File: src/rtl/ct_had_ddc_pkg.sv
// Shared definitions for the HAD direct-download (DDC) control FSM and datapath.
package ct_had_ddc_pkg;

    // Instructions fed to the core IR while a download is in progress.
    localparam logic [31:0] INST_MV_A0 = 32'h0005_0513;  // mv a0, a0 (WBBR -> a0)
    localparam logic [31:0] INST_MV_A1 = 32'h0005_8593;  // mv a1, a1 (WBBR -> a1)
    localparam logic [31:0] INST_SW    = 32'h00B5_2023;  // sw a1, 0(a0)

    // DDC control FSM state encodings, shared with the ctrl block.
    typedef enum logic [2:0] {
        DDC_IDLE     = 3'd0,
        DDC_ADDR_WT  = 3'd1,
        DDC_ADDR_LD  = 3'd2,
        DDC_DATA_WT  = 3'd3,
        DDC_DATA_LD  = 3'd4,
        DDC_STW_WT   = 3'd5,
        DDC_STW_LD   = 3'd6,
        DDC_ADDR_GEN = 3'd7
    } ddc_state_e;

endpackage

File: src/rtl/ct_had_ddc_data_buf.sv
// DDATA holding register with valid and sticky overrun tracking.
module ct_had_ddc_data_buf #(
    parameter int DW = 64
) (
    input  logic          clk,
    input  logic          rst,
    input  logic          en,
    input  logic          capture,
    input  logic          consume,
    input  logic [DW-1:0] dr_value,
    output logic [DW-1:0] ddata,
    output logic          data_vld,
    output logic          overrun
);

    // Capture JTAG data, track whether it has been consumed, flag overwrites.
    // A capture coinciding with a consume is a clean hand-off: the old word
    // leaves through the load mux this cycle, so it is not an overrun.
    always_ff @(posedge clk) begin
        if (rst) begin
            ddata    <= '0;
            data_vld <= 1'b0;
            overrun  <= 1'b0;
        end else begin
            if (capture) begin
                ddata <= dr_value;
            end
            if (!en) begin
                data_vld <= 1'b0;
                overrun  <= 1'b0;
            end else begin
                if (capture) begin
                    data_vld <= 1'b1;
                end else if (consume) begin
                    data_vld <= 1'b0;
                end
                if (capture && data_vld && !consume) begin
                    overrun <= 1'b1;
                end
            end
        end
    end

endmodule

File: src/rtl/ct_had_ddc_dp.sv
// HAD direct-download datapath: JTAG capture, IR/WBBR load mux,
// download address generation and word counting.
module ct_had_ddc_dp
    import ct_had_ddc_pkg::*;
#(
    parameter int AW       = 64,
    parameter int DW       = 64,
    parameter int ADDR_INC = 4,
    parameter int CNT_W    = 16
) (
    input  logic             cpuclk,
    input  logic             cpurst,
    input  logic             regs_xx_ddc_en,
    input  logic             x_sm_xx_update_dr_en,
    input  logic             ir_xx_daddr_reg_sel,
    input  logic             ir_xx_ddata_reg_sel,
    input  logic [DW-1:0]    x_sm_xx_dr_value,
    input  logic             ddc_ctrl_dp_addr_sel,
    input  logic             ddc_ctrl_dp_data_sel,
    input  logic             ddc_ctrl_dp_addr_gen,
    input  logic             ddc_xx_update_ir,
    output logic [31:0]      ddc_dp_ir_value,
    output logic [AW-1:0]    ddc_dp_wbbr_value,
    output logic [AW-1:0]    ddc_dp_daddr,
    output logic [CNT_W-1:0] ddc_dp_word_cnt,
    output logic             ddc_dp_overrun
);

    // Counter increment that sticks at all-ones instead of wrapping.
    function automatic logic [CNT_W-1:0] sat_inc(input logic [CNT_W-1:0] v);
        return (&v) ? v : v + CNT_W'(1);
    endfunction

    logic [AW-1:0]    daddr;
    logic [CNT_W-1:0] word_cnt;
    logic [DW-1:0]    ddata;
    logic             data_vld;
    logic             overrun;
    logic             daddr_cap;
    logic             ddata_cap;
    logic             stw_sel;

    assign daddr_cap = x_sm_xx_update_dr_en & ir_xx_daddr_reg_sel;
    assign ddata_cap = x_sm_xx_update_dr_en & ir_xx_ddata_reg_sel;
    assign stw_sel   = ddc_xx_update_ir & ~ddc_ctrl_dp_addr_sel & ~ddc_ctrl_dp_data_sel;

    ct_had_ddc_data_buf #(
        .DW (DW)
    ) u_data_buf (
        .clk      (cpuclk),
        .rst      (cpurst),
        .en       (regs_xx_ddc_en),
        .capture  (ddata_cap),
        .consume  (ddc_ctrl_dp_data_sel),
        .dr_value (x_sm_xx_dr_value),
        .ddata    (ddata),
        .data_vld (data_vld),
        .overrun  (overrun)
    );

    // Download address: a JTAG write overrides the auto-increment.
    always_ff @(posedge cpuclk) begin
        if (cpurst) begin
            daddr <= '0;
        end else if (daddr_cap) begin
            daddr <= x_sm_xx_dr_value[AW-1:0];
        end else if (ddc_ctrl_dp_addr_gen) begin
            daddr <= daddr + AW'(ADDR_INC);
        end
    end

    // Stores-completed counter, cleared whenever DDC mode is off.
    always_ff @(posedge cpuclk) begin
        if (cpurst) begin
            word_cnt <= '0;
        end else if (!regs_xx_ddc_en) begin
            word_cnt <= '0;
        end else if (ddc_ctrl_dp_addr_gen) begin
            word_cnt <= sat_inc(word_cnt);
        end
    end

    // Load mux: same-cycle instruction/WBBR values for the FSM strobes.
    always_comb begin
        ddc_dp_ir_value   = '0;
        ddc_dp_wbbr_value = '0;
        if (ddc_ctrl_dp_addr_sel) begin
            ddc_dp_ir_value   = INST_MV_A0;
            ddc_dp_wbbr_value = daddr;
        end else if (ddc_ctrl_dp_data_sel) begin
            ddc_dp_ir_value   = INST_MV_A1;
            ddc_dp_wbbr_value = AW'(ddata);
        end else if (stw_sel) begin
            ddc_dp_ir_value   = INST_SW;
            ddc_dp_wbbr_value = '0;
        end
    end

    assign ddc_dp_daddr    = daddr;
    assign ddc_dp_word_cnt = word_cnt;
    assign ddc_dp_overrun  = overrun;

endmodule

File: config.mk
export PLATFORM = sky130hd
export DESIGN_NAME = ct_had_ddc_dp
export DESIGN_NICKNAME = d
export VERILOG_FILES = /design/src/rtl/ct_had_ddc_pkg.sv /design/src/rtl/ct_had_ddc_data_buf.sv /design/src/rtl/ct_had_ddc_dp.sv
export SDC_FILE = /design/constraint.sdc
export NUM_CORES = 1
export LEC_CHECK = 0
export ABC_AREA = 1
export ABC_CLOCK_PERIOD_IN_PS = 2420
export CAP_MARGIN = 10
export CORE_UTILIZATION = 35
export CTS_CLUSTER_SIZE = 12
export DETAILED_ROUTE_END_ITERATION = 12
export MAX_ROUTING_LAYER = met4
export SLEW_MARGIN = 10
export SYNTH_ARGS = -nofsm -noshare
export SYNTH_HDL_FRONTEND = slang
export SYNTH_SLANG_ARGS = --single-unit
File: constraint.sdc
create_clock -name cpuclk -period 2.42 [get_ports cpuclk]
set_clock_uncertainty 0.2 [all_clocks]
set_input_delay 0.605 -clock cpuclk [delete_from_list [all_inputs] [get_ports cpuclk]]
set_output_delay 0.605 -clock cpuclk [all_outputs]
set_load 0.01 [all_outputs]
==> flow_summary.ini, run 1 <==
[power_and_ir_drop]
worst_ir_drop_vdd_v = 0.000417
total_leakage_power_nw = 4.69
pwr_density_cell_nw_per_um2 = 540

[floorplanning]
design.die.area_um2 = 25200
core-area_um2 = 23800
std_cell_rows = 56
io_pins = 251
die_h_um = 159
initial_core_util_pct = 36.2
die_width_um = 159

[critical_path]
timing.critical_path.from = ddc_ctrl_dp_addr_sel
required_ps = 1620
crit_fanout = 7
critical_path.endpoint_type = output port
critPathCapture = ddc_dp_wbbr_value[3]
timing.reg2reg.worst_path_depth = 10
r2r_setup_slack_ps = 250
worstReg2RegEnd = ddc_dp_daddr[46]
ff_to_ff_start = ddc_dp_daddr[3]
timing_worst_setup_path_type = input pin to output port
crit_arrival_ps = 1620
worstSetupStartpointType = input pin

[synthesis]
yosysSeqAreaShare_pct = 34.0
netlist-cell-type-count = 34
synth.ff_latch_count = 146
synth_area_um2 = 8600
synthesis.yosys.warnings = 0
synth_edf_count = 0
postSynthCellCount = 1374
ys_dominant_reg_cell = sky130_fd_sc_hd__dfxtp_1
syn_avg_cell_area_um2 = 6.26
ys_async_sr_fraction_pct = 0

[clock_network]
root_buffer_selected_by_cts = sky130_fd_sc_hd__clkbuf_16
tritoncts = built
cts_inserted_buffers = 17
htree_levels = 4
cts.sinks = 146
clk_pin_slew_worst_paths_ps = 70
cts-root-to-sink-buffers = 2
clock_latency_ps = 430

[cells_and_area]
final_cell_mix = sky130_fd_sc_hd__nand2_1 (329), sky130_fd_sc_hd__nor2_1 (209), sky130_fd_sc_hd__o21ai_0 (152), sky130_fd_sc_hd__clkdlybuf4s50_1 (151), sky130_fd_sc_hd__dfxtp_1 (146)
drive_gt1_share_pct = 13.6
leading_cell_type_in_the_layout_fill_and_taps_excluded = sky130_fd_sc_hd__nand2_1
final_area_um2 = 12000
nets = 1685
area.growth.synth_to_final_pct = 39.7
fin_util_pct = 50.6
num_antenna_cells = 0

[sta]
slew_viol_final = 0
post_route_clock_period_utilization_pct = 100
timing.setup.tns_ps = -2.57
worst_slack_ps = -2.57
layout_min_cycle_time_ps = 2420
fmaxAchievable_mhz = 413
setup_viol_count_final = 1
timing_hold_violations_final = 0

[detailed_routing]
drt_first_pass_iters = 5
remaining_drc_errors = 0
violation_count_after_the_first_detailed_route_iteration = 700
viasPerCell = 4.98
route.antenna.remaining_nets = 0
wl_um = 33500
detail_route.wl_per_cell_um = 17.3
routed-via-count = 9661

[flow_run]
timing.max_cap.violations = 0

[global_route]
antenna_found_initial = 0
vias_in_the_first_global_route = 9102
grt_remaining_overflow = 0
grt_first_pass_wirelength_um = 52400
gr-usage-all-layers_pct = 27.1
grt_max_degree = 73

[place]
place.detailed.hpwl_um = 24400
globalplace.congestion = 0.955
placement.cell_area_um2 = 11400
io_buffer_count = 232

[min_path]
class_of_the_tightest_hold_or_removal_check = flip-flop to flip-flop

[status]
run_status = complete, but fails checks
violations = negative setup slack
[worst min path at each step]
| stage | from | endpoint | slack (ps) | cells past startpoint |
|---|---|---|---|---|
| after floorplan | u_data_buf.data_vld | u_data_buf.data_vld | 240 | 2 |
| after global placement | u_data_buf.data_vld | u_data_buf.data_vld | 250 | 2 |
| after detailed placement | u_data_buf.data_vld | u_data_buf.data_vld | 260 | 2 |
| after CTS | u_data_buf.data_vld | u_data_buf.data_vld | 270 | 2 |
| after global routing | u_data_buf.data_vld | u_data_buf.data_vld | 290 | 2 |
| final | u_data_buf.data_vld | u_data_buf.data_vld | 270 | 2 |
[power by group]
part / total, W / internal, W / switching (W)
logic: 0.00110 / 0.000517 / 0.000585
clock network: 0.00273 / 0.00159 / 0.00114
registers: 0.00266 / 0.00253 / 0.000126
total: 0.00649 / 0.00464 / 0.00185
[flip-flops by register name (all words and copies together) (netlist names)]
register             flops
u_data_buf.overrun       1
ddc_dp_daddr            64
u_data_buf.data_vld      1
ddc_dp_word_cnt         16
u_data_buf.ddata        64
[metal layers]
metal | track usage [%] | vias up | wire (um)
met5 | - | - | 0
met4 | 6.09 | 0 | 394
met3 | 5.15 | 33 | 2220
met2 | 41.8 | 329 | 14900
met1 | 36.3 | 4446 | 16000
li1 | - | 4853 | -
[Yosys cell counts (all sizes together) (2+ instances only)]
| library cell | count | area (um^2) |
|---|---|---|
| dfxtp | 146 | 2920 |
| o22ai | 17 | 106 |
| xnor2 | 2 | 17.5 |
| xor2 | 20 | 175 |
| nand2 | 353 | 1400 |
| a21oi | 74 | 382 |
| nand3 | 62 | 320 |
| o21ai | 174 | 871 |
| clkinv | 2 | 7.51 |
| buf | 41 | 270 |
| a31oi | 20 | 125 |
| nand4 | 13 | 81.3 |
| nor3 | 4 | 20.0 |
| inv | 148 | 556 |
| nor2 | 233 | 1010 |
| ha | 2 | 25.0 |
| clkbuf | 46 | 173 |
| a22o | 12 | 105 |
[cell families (layout without fill, tap and decap cells)]
group | after synthesis | count (layout) | synth area share, %
flip-flops | 146 | 146 | 34.0
buffers and inverters | 237 | 468 | 11.7
AO/OA/AOI/OAI | 299 | 299 | 18.7
XOR/XNOR | 22 | 22 | 2.24
adder cells (fa/ha/maj) | 2 | 2 | 0.291
AND/OR/NAND/NOR | 667 | 667 | 33.1
other | 1 | 18 | 0.0436
[layout make-up]
| cell class | instances | area (um^2) |
|---|---|---|
| clock buffers | 22 | 464 |
| clock inverters | 10 | 125 |
| well taps | 319 | 399 |
| inverters | 150 | 563 |
| fillers | 2455 | 11700 |
| flip-flops and latches | 146 | 2920 |
| multi-input cells | 1008 | 4780 |
| repair buffers | 286 | 2760 |
[per-stage QoR]
step	std cells	hold WS [ps]	power, W	setup slack (ps)
2_1_floorplan	1391	240	0.00320	90.9
3_3_place_gp	1894	252	0.00378	-789
3_5_place_dp	1894	263	0.00379	-828
4_1_cts	1941	272	0.00652	-7.56
5_1_grt	1941	292	0.00674	-0.0280
6_report	1941	265	0.00649	-2.57
[what timing repair did]
action / CTS / global route
setup buffers: 9 / 1
cloned: 7 / 0
setup endpoints to repair: 78 / 25
hold buffers: 0 / 0
pin swaps: 3 / 2
gates resized for setup: 299 / 25
[worst max-delay path: stages]
cell and delay, ps:
sky130_fd_sc_hd__buf_6 110, sky130_fd_sc_hd__nor2_4 110, sky130_fd_sc_hd__buf_12 150, sky130_fd_sc_hd__buf_4 130
sky130_fd_sc_hd__buf_12 120, sky130_fd_sc_hd__nand2_1 40, sky130_fd_sc_hd__o21ai_0 140, sky130_fd_sc_hd__buf_2 210
(Power assumes the default switching activity.)
==> run 2: changes to the inputs <==
Settings changed: GPL_ROUTABILITY_DRIVEN set to 0.
==> run 2 against run 1 <==
Net effect:
- global-route usage is 0.34 points lower
- cell count decreased by 0.10%
- non-clock buffer count is 2 lower
- largest cell class unchanged
- sequential cell count unchanged
- clock-buffer cell count down 5
- critical endpoint is now ddc_dp_wbbr_value[17]
- the run now ends clean
- die area unchanged
- worst hold slack better by 5.3 ps
- worst setup slack better by 36 ps
- total power fell by 3.0%
- sequential share of layout area rose by 0.16 points
- via count increased by 0.58%
==> flow_summary.ini, run 2 (synthesis gave the netlist of run 1 again) <==
[sta]
final.hold.worst_slack_ps = 271
fmaxAchievable_mhz = 419
slew_viol_final = 0
worst_slack_ps = 33.3
worst_slew_margin_rel_pct = 49.9
setup_viol_count_final = 0
transition_time_at_the_pin_with_the_least_slew_margin_ps = 752
layout_min_cycle_time_ps = 2390
post_route_clock_period_utilization_pct = 98.6
timing_hold_violations_final = 0

[cells_and_area]
area.growth.synth_to_final_pct = 38.8
leading_cell_type_in_the_layout_fill_and_taps_excluded = sky130_fd_sc_hd__nand2_1
drive_gt1_share_pct = 13.0
layout.filler_cells = 2462
final_area_um2 = 11900
final_cell_mix = sky130_fd_sc_hd__nand2_1 (332), sky130_fd_sc_hd__nor2_1 (208), sky130_fd_sc_hd__clkdlybuf4s50_1 (151), sky130_fd_sc_hd__o21ai_0 (150), sky130_fd_sc_hd__dfxtp_1 (146)
num_antenna_cells = 0
nets = 1683
post_layout_nonfiller_instances = 1939

[critical_path]
crit_fanout = 9
timing_worst_setup_path_type = input pin to output port
required_ps = 1620
critical_path.endpoint_type = output port
worstSetupStartpointType = input pin
crit_arrival_ps = 1580

[floorplanning]
die_width_um = 159
std_cell_rows = 56
io_pins = 251
initial_core_util_pct = 36.2
core-area_um2 = 23800
design.die.area_um2 = 25200
die_h_um = 159

[clock_network]
root_buffer_selected_by_cts = sky130_fd_sc_hd__clkbuf_16
holdBufCountCts = 0
tritoncts = built
clock_latency_ps = 440
cts-root-to-sink-buffers = 2
cts_inserted_buffers = 17
htree_levels = 4
cts.sinks = 146
clk_pin_slew_worst_paths_ps = 70

[place]
io_buffer_count = 232
placement.cell_area_um2 = 11400
dpl_worst_slack_ps = -883
placedCellCount = 1893
place.detailed.hpwl_um = 23800

[flow_run]
timing.max_cap.violations = 0

[power_and_ir_drop]
pwr_density_cell_nw_per_um2 = 527
clock_power_share_pct = 40.4
p_sw_w = 0.00191
power.switching_fraction_pct = 30.3
worst_ir_drop_vdd_v = 0.000363
relative_contribution_of_sequential_cells_to_total_power_pct = 42.2
combPwrFrac_pct = 17.4
total_leakage_power_nw = 4.66
p_int_w = 0.00438

[detailed_routing]
routed-via-count = 9717
violation_count_after_the_first_detailed_route_iteration = 749
wl_um = 33100
detail_route.wl_per_cell_um = 17.1
viasPerCell = 5.01
drt_first_pass_iters = 6
route.antenna.remaining_nets = 0
remaining_drc_errors = 0

[global_route]
grt.met2_usage_pct = 41.3
global_routing_met1_resource_utilization_pct = 35.4
grt_max_degree = 57
grt_first_pass_wirelength_um = 51500
grt_use_met3_pct = 5.41
top_usage_layer = met2
antenna_found_initial = 0
grt_remaining_overflow = 0
vias_in_the_first_global_route = 9154
gr-usage-all-layers_pct = 26.7

[status]
run_status = completed

[min_path]
class_of_the_tightest_hold_or_removal_check = input pin to flip-flop
-- run 2: power by group through the flow --
stage,Combinational (W),Clock [W],Sequential (W)
2_1_floorplan,0.000498,0,0.00270
3_3_place_gp,0.00107,0,0.00270
3_5_place_dp,0.00107,0,0.00271
4_1_cts,0.00110,0.00257,0.00265
5_1_grt,0.00119,0.00269,0.00267
6_report,0.00109,0.00254,0.00266
-- run 2: layout make-up --
type	count	area, um^2	share of cell area (%)
Clock inverter	15	125	1.05
Inverter	150	563	4.72
Tap cell	319	399	3.35
Clock buffer	17	425	3.57
Sequential cell	146	2920	24.5
Timing Repair Buffer	284	2710	22.7
Multi-Input combinational cell	1008	4790	40.1
-- run 2: what timing repair did --
action | CTS | global route
pin swaps | 2 | 0
endpoints found under the setup margin | 78 | 38
cloned | 5 | 1
resized for setup | 247 | 50
buffers inserted | 10 | 0
-- run 2: path summary, 6_finish.rpt --
path,start,end,slack (ps),cells after the start
setup / recovery,ddc_ctrl_dp_data_sel,ddc_dp_wbbr_value[17],30,7
hold / removal,cpurst,u_data_buf.ddata[0],270,4
setup reg to reg,ddc_dp_daddr[3],ddc_dp_daddr[56],250,10
hold reg to reg,u_data_buf.data_vld,u_data_buf.data_vld,280,2
-- run 2: worst max-delay path: stages --
cell	delay, ps
sky130_fd_sc_hd__buf_2	100
sky130_fd_sc_hd__inv_2	70
sky130_fd_sc_hd__nor2_4	50
sky130_fd_sc_hd__buf_12	140
sky130_fd_sc_hd__buf_12	140
sky130_fd_sc_hd__a22o_1	180
sky130_fd_sc_hd__dlygate4sd2_1	280
-- run 2: routing by layer --
metal	vias up	part of all wire, %
met1	4483	46
li1	4838	-
met5	-	0
met4	0	1.6
met2	359	45
met3	37	7.8
-- run 2: stage by stage --
stage	util (%)	total power, W	TNS, ps
after global routing	50.2	0.00655	-1.60
after floorplan	-	0.00320	0
final	50.2	0.00629	0
after global placement	47.8	0.00377	-54280
after CTS	50.7	0.00633	0
after detailed placement	47.8	0.00378	-54810
==> run 3: changes to the inputs <==
Settings changed: CAP_MARGIN 10 to 5.
==> results of run 3 <==
No change in the layout: final DEF, timing and power equal those of run 2.
